$ cat src/rtl/stream_rr_arbiter.sv
// Round-robin arbiter that shares one valid/ready byte-stream sink among NUM_REQ packet sources.
// A grant is held until the packet's last beat is accepted, or force-released after MAX_BEATS beats.
module stream_rr_arbiter #(
   parameter int NUM_REQ    = 4,
   parameter int DATA_WIDTH = 8,
   parameter int MAX_BEATS  = 16,
   localparam int IDW       = $clog2(NUM_REQ)
) (
   input  logic                            clk,
   input  logic                            reset_n,
   input  logic [NUM_REQ-1:0]              req_valid,
   input  logic [NUM_REQ*DATA_WIDTH-1:0]   req_data,
   input  logic [NUM_REQ-1:0]              req_last,
   output logic [NUM_REQ-1:0]              req_ready,
   output logic                            out_valid,
   output logic [DATA_WIDTH-1:0]           out_data,
   output logic                            out_last,
   input  logic                            out_ready,
   output logic [IDW-1:0]                  grant_id,
   output logic                            busy,
   output logic                            overrun,
   output logic [15:0]                     pkt_count
);

   typedef enum logic {IDLE, LOCK} state_t;

   state_t         state_q, state_d;
   logic [IDW-1:0] grant_q, grant_d;
   logic [IDW-1:0] ptr_q, ptr_d;
   logic [7:0]     beats_q, beats_d;
   logic [15:0]    pkt_q, pkt_d;
   logic           overrun_q, overrun_d;

   logic [IDW-1:0] sel;
   logic           found;
   logic           accept;
   logic           forced;

   // Rotating priority search: first asserted request at or after ptr, wrapping.
   always_comb begin
      int idx;
      logic [IDW-1:0] cand;
      sel   = '0;
      found = 1'b0;
      idx   = 0;
      cand  = '0;
      for (int i = 0; i < NUM_REQ; i++) begin
         idx  = (int'(ptr_q) + i) % NUM_REQ;
         cand = idx[IDW-1:0];
         if (!found && req_valid[cand]) begin
            found = 1'b1;
            sel   = cand;
         end
      end
   end

   always_comb begin
      req_ready = '0;
      out_valid = 1'b0;
      out_data  = '0;
      out_last  = 1'b0;
      if (state_q == LOCK) begin
         out_valid          = req_valid[grant_q];
         out_data           = req_data[grant_q*DATA_WIDTH +: DATA_WIDTH];
         out_last           = req_last[grant_q];
         req_ready[grant_q] = out_ready;
      end
   end

   assign accept = out_valid && out_ready;
   assign forced = accept && !req_last[grant_q] && (beats_q == 8'(MAX_BEATS - 1));

   // A forced release is a normal release that skips the last flag and flags overrun.
   always_comb begin
      state_d   = state_q;
      grant_d   = grant_q;
      ptr_d     = ptr_q;
      beats_d   = beats_q;
      pkt_d     = pkt_q;
      overrun_d = 1'b0;
      case (state_q)
         IDLE: begin
            if (found) begin
               grant_d = sel;
               beats_d = '0;
               state_d = LOCK;
            end
         end
         LOCK: begin
            if (accept) begin
               beats_d = beats_q + 8'd1;
               if (req_last[grant_q] || forced) begin
                  state_d   = IDLE;
                  ptr_d     = (grant_q == IDW'(NUM_REQ - 1)) ? '0 : grant_q + 1'b1;
                  pkt_d     = pkt_q + 16'd1;
                  overrun_d = forced;
               end
            end
         end
         default: state_d = IDLE;
      endcase
   end

   always_ff @(posedge clk or negedge reset_n) begin
      if (!reset_n) begin
         state_q   <= IDLE;
         grant_q   <= '0;
         ptr_q     <= '0;
         beats_q   <= '0;
         pkt_q     <= '0;
         overrun_q <= 1'b0;
      end else begin
         state_q   <= state_d;
         grant_q   <= grant_d;
         ptr_q     <= ptr_d;
         beats_q   <= beats_d;
         pkt_q     <= pkt_d;
         overrun_q <= overrun_d;
      end
   end

   assign grant_id  = grant_q;
   assign busy      = (state_q == LOCK);
   assign overrun   = overrun_q;
   assign pkt_count = pkt_q;

endmodule

$ cat config.mk
export PLATFORM = sky130hd
export DESIGN_NAME = stream_rr_arbiter
export DESIGN_NICKNAME = d
export VERILOG_FILES = /design/src/rtl/stream_rr_arbiter.sv
export SDC_FILE = /design/constraint.sdc
export NUM_CORES = 1
export LEC_CHECK = 0
export ABC_AREA = 1
export CAP_MARGIN = 40
export CORE_MARGIN = 8
export CORE_UTILIZATION = 45
export DETAILED_ROUTE_END_ITERATION = 10
export GPL_TIMING_DRIVEN = 0
export PLACE_DENSITY_LB_ADDON = 0.2
export SYNTH_ARGS = -nofsm -noshare
export SYNTH_HDL_FRONTEND = slang
export SYNTH_SLANG_ARGS = --single-unit
$ cat constraint.sdc
create_clock -name clk -period 1.9 [get_ports clk]
set_clock_uncertainty 0.15 [all_clocks]
set_input_delay 0.38 -clock clk [delete_from_list [all_inputs] [get_ports clk]]
set_output_delay 0.38 -clock clk [all_outputs]
set_load 0.1 [all_outputs]
; After elaboration in Yosys (flattened, before gate mapping)
; Index checks and enable logic that the tools add are counted.
[classes]
n_lt_le_gt_ge = 6
bitwise = 2
n_shift = 1
eq_ne = 4
reduce_logical = 15
addsub = 6
mux = 37
[op_table]
columns = operator, n
row1 = $shiftx A32 B6 Y8, 1
row2 = $mux W8, 3
row3 = $mux W1, 19
row4 = $add A16 B1 Y16 const B, 1
row5 = $pmux W8 S2, 1
row6 = $lt A2 B3 Y1 const B, 5
row7 = $bmux W1 S2, 6
row8 = $mux W2, 5
row9 = $add A8 B1 Y8 const B, 1
row10 = $eq A8 B4 Y1 const B, 1
row11 = $logic_and A1 B1 Y1, 7
row12 = $add A2 B1 Y2 const B, 2
row13 = $add A2 B2 Y2 const B, 2
row14 = $and A4 B4 Y4, 1
row15 = $logic_not A1 Y1, 4
row16 = $mux W4, 1
row17 = $reduce_and A2 Y1, 2
row18 = $reduce_and A3 Y1, 1
row19 = $demux W1 S2, 1
row20 = $eq A2 B2 Y1 const B, 1
row21 = $ge A2 B1 Y1 const B, 1
row22 = $ne A2 B1 Y1 const B, 1
row23 = $ne A2 B2 Y1 const B, 1
row24 = $pmux W1 S2, 1
row25 = 2 further kinds, 2
[word_totals]
input_bits = 43
ff_bits = 30

; Logic depth before layout (Yosys ltp)
[logic_depth]
depth_word = 14
ltp_mapped = 11
depth_no_buf = 11

; Worst setup path before layout
; No wires, ideal clock.
[synth_timing]
kind = register to output
start = reg grant_q[0] (netlist: grant_id[0])
end = out out_data[6]
slack_ns = -1.937
stages_incl_launch_ff = 7
required_time_ns = 1.370
t_arrival_ns = 3.307
cell_sequence = dfrtp_1 buf_2 buf_1 nor2_1 nor2_1 o21ai_0 a21oi_1
[synth_between]
elab_chain_len = 2
[synth_lines]
columns = item, line
row1 = start: declaration, 28  ; logic [IDW-1:0] grant_q, grant_d;
row2 = start signal: assignment, 114  ; grant_q <= grant_d;
row3 = $shiftx A32 B6 Y8, 64  ; out_data = req_data[grant_q*DATA_WIDTH +: DATA_WIDTH];
row4 = $mux W8, 62  ; if (state_q == LOCK) begin
row5 = end: declaration, 16  ; output logic [DATA_WIDTH-1:0] out_data,
; Every way passes these cells.

; Worst setup path after layout
[layout_timing]
start = reg grant_q[0] (netlist: grant_id[0])
end = out out_data[5]
; The elaborated chain is that of the path after synthesis.

==> flow_summary_export.csv <==
group,metric,value,unit
run_status,status,"complete, but fails checks",
run_status,failed_checks,"setup timing",
synthesis,synth-main-ff-cell,"dfrtp_1",
grt,grt_max_degree,17,
placed_design,dp_hpwl,6069,um
synthesis,ys_warn_count,0,
die,start_util,46.45,%
setup_path,path_class,"reg -> out",
detailed_routing,first_iter_violations,445,
setup_path,r2r_start,"grant_id[0]",
placed_design,gp_congestion,0.8368,
detailed_routing,first_pass_iters,6,
final_layout,drive_above_1_share,42.86,%
die,io_pins,77,
min_path,hp-start,"pkt_count[2]",
pwr,p_leak,0.002029,uW
synthesis,synth_edf_count,0,
sta,finalCritPeriodShare,119.8,%
clocking,cts_buffers,5,
die,die_area,7327,um^2
detailed_routing,wl_met1,4537,um
sta,hold_viol_final,0,
setup_path,required,1.37,ns
synthesis,yosys.area.top_type,"dfrtp_1",
die,rows,25,
flow_run,cap_violations,0,
sta,period_needed,2.276,ns
setup_path,critPathLaunch,"grant_id[0]",
setup_path,slowest_delay,0.46,ns
placed_design,portBuffers,76,
final_layout,syn2layout_area_growth,106.2,%
grt,grt_pass1_wl,15550,um
synthesis,synth.area.top_cells,"dfrtp_1, nand2_1, nor2_1",
synthesis,synth_seq_cells,30,
synthesis,ys_seq_area_share,34.44,%
synthesis,syn_area,2180,um^2
detailed_routing,vias,3199,
sta,grt_setup_unrepaired,"true",
grt,antenna_found_initial,0,
pwr,ir_drop,0.001397,V
detailed_routing,post-route-drc-count,0,
synthesis,yosys.area.top_type_share,34.44,%
sta,max-slew-margin-rel,46.25,%
synthesis,async_reset_ff_share,100.0,%
clocking,cts_buffer_depth,2,
min_path,hold_path.class,"reg -> reg",
grt,grt.total_usage,27.06,%
detailed_routing,wl_per_cell,26.48,um
detailed_routing,maxUsedRoutingLayer,"met4",
setup_path,worst_path_most_repeated_cell,"nor2_1",
pwr,power,9122,uW
synthesis,synth_fp_nets,371,
die,core_area,4692,um^2
die,die_h,85.60,um
grt,grt_pass1_vias,2962,
setup_path,cp-start-kind,"flip-flop",
setup_path,worstPathMaxFanout,5,
setup_path,worstSetupEndpointType,"primary output",
synthesis,synthTopCellsByCount,"nand2_1, nor2_1, inv_1, dfrtp_1",
sta,setup_ws,-0.3755,ns
setup_path,crit_slowest_cell,"dfrtp_4",
synthesis,synth_cell_types,26,
sta,setup_viol_count_final,44,
detailed_routing,via_per_inst,6.373,
pwr,powerDensity,2030,nW/um^2
synthesis,postSynthCellCount,322,
setup_path,crit_chain,"buf_8 > buf_16 > nor2_1 > nor2_1 > o21ai_2 > a21oi_4 > buf_12",
placed_design,place_ws,-0.6563,ns
die,dieWidth,85.60,um
sta,fmax,439.5,MHz
setup_path,critPathTopFamily,"flip-flops",
detailed_routing,drt-total-wl,13300,um
clocking,cts_sinks,30,
clocking,clkLatencyLatePin,0.29,ns
setup_path,crit_buf_inv,3,
clocking,clk_pin_slew,0.07,ns
synthesis,syn_area_per_cell,6.769,um^2
clocking,cts_root_buf,"clkbuf_8",
grt,grt_overflow,0,
synthesis,synthMostInstantiatedCell,"nand2_1",
sta,final_max_slew_viol_count,0,
detailed_routing,final_antenna_net_count,0,
final_layout,nNetsFinal,496,
clocking,htreeDepth,2,
setup_path,cp_data_arrival_time,1.75,ns
final_layout,antennaDiodeCount,0,
clocking,cts_tree,"built",
sta,tightest_slew,0.8037,ns
clocking,cts_hold_buf,0,
detailed_routing,met2_wirelength,6198,um
detailed_routing,met3_length,1562,um
final_layout,fin_util,95.79,%
==> metrics by stage <==
step	cells	instance area [um^2]	TNS, ns	hold slack, ns
global route	502	4494	-11.92	0.3709
CTS	492	4207	-3.907	0.3487
floorplan	322	2427	-4.088	-0.06559
detailed placement	487	3819	-17.24	0.3374
finish	502	4494	-10.17	0.3588
global placement	452	3256	-33.84	0.3275
==> kinds of logic (layout without fill, tap and decap cells) <==
| logic type | after synthesis | count (layout) | synth area share [%] |
|---|---|---|---|
| compound gates | 41 | 41 | 11.08 |
| xor+xnor | 19 | 19 | 7.635 |
| fa+ha+maj | 6 | 6 | 3.444 |
| buf+inv | 46 | 172 | 9.242 |
| flops | 30 | 30 | 34.44 |
| simple gates | 180 | 180 | 34.16 |
==> where the power goes <==
part / total (uW) / internal (uW) / switching (uW)
Clock: 634 / 366 / 268
Combinational: 7380 / 2770 / 4610
Sequential: 1110 / 826 / 280
==> state kept, by name, indices dropped and copies added, names as in the netlist <==
name	count
beats_q	8
overrun	1
ptr_q	2
busy	1
grant_id	2
pkt_count	16
==> placed cells by master (no fill, tap or decap), types with 3 or more instances in the layout <==
cell type        instances
nor2_2                  11
inv_4                    3
clkbuf_16                5
dlygate4sd2_1           10
buf_8                    4
xor2_1                  13
dfrtp_2                 13
nor2_1                  38
o21ai_0                  5
nand2_4                  5
ha_4                     3
dfrtp_4                  3
nand2_2                 10
inv_2                    9
dfrtp_1                 14
xnor2_1                  5
nand3_4                  3
nor2_4                  13
ha_1                     3
inv_1                   24
clkdlybuf4s50_1         40
nor3_1                   7
clkbuf_8                 9
buf_4                   19
o21ai_2                 21
a21oi_4                  8
nand3_1                 18
buf_12                  34
nand2_1                 67
buf_16                   4
buf_6                    7
==> area by class of cell <==
class / instances / area, um^2
Clock buffer: 8 / 110.1
Timing Repair inverter: 1 / 7.507
Timing Repair Buffer: 117 / 1583
Buffer: 9 / 141.4
Sequential cell: 30 / 778.2
Fill cell: 104 / 197.7
Tap cell: 54 / 67.56
Multi-Input combinational cell: 246 / 1655
Inverter: 37 / 151.4
==> metal layers <==
metal  GRT usage (%)  vias to the layer above
li1                -                     1261
met1           28.32                     1509
met2           48.45                      327
met3           7.163                      102
met4           14.17                        0
met5               0                        -
==> path summary, 6_finish.rpt <==
path,end,slack [ns],cells past startpoint
setup / recovery,out_data[5],-0.38,7
hold / removal,pkt_count[2],0.36,1
setup reg to reg,pkt_count[7],-0.33,10
hold reg to reg,pkt_count[2],0.36,1
max in group asynchronous,pkt_count[10],0.63,2
min in group asynchronous,overrun,0.40,1
==> timing repair <==
item | in CTS | in global routing
pin swaps | 21 | 24
setup endpoints to repair | 53 | 45
cloned | 3 | 3
setup buffers | 18 | 7
gates resized for setup | 94 | 49
endpoints found under the hold margin | 0 | 0
Note: power is estimated with default switching activity, not from simulation.
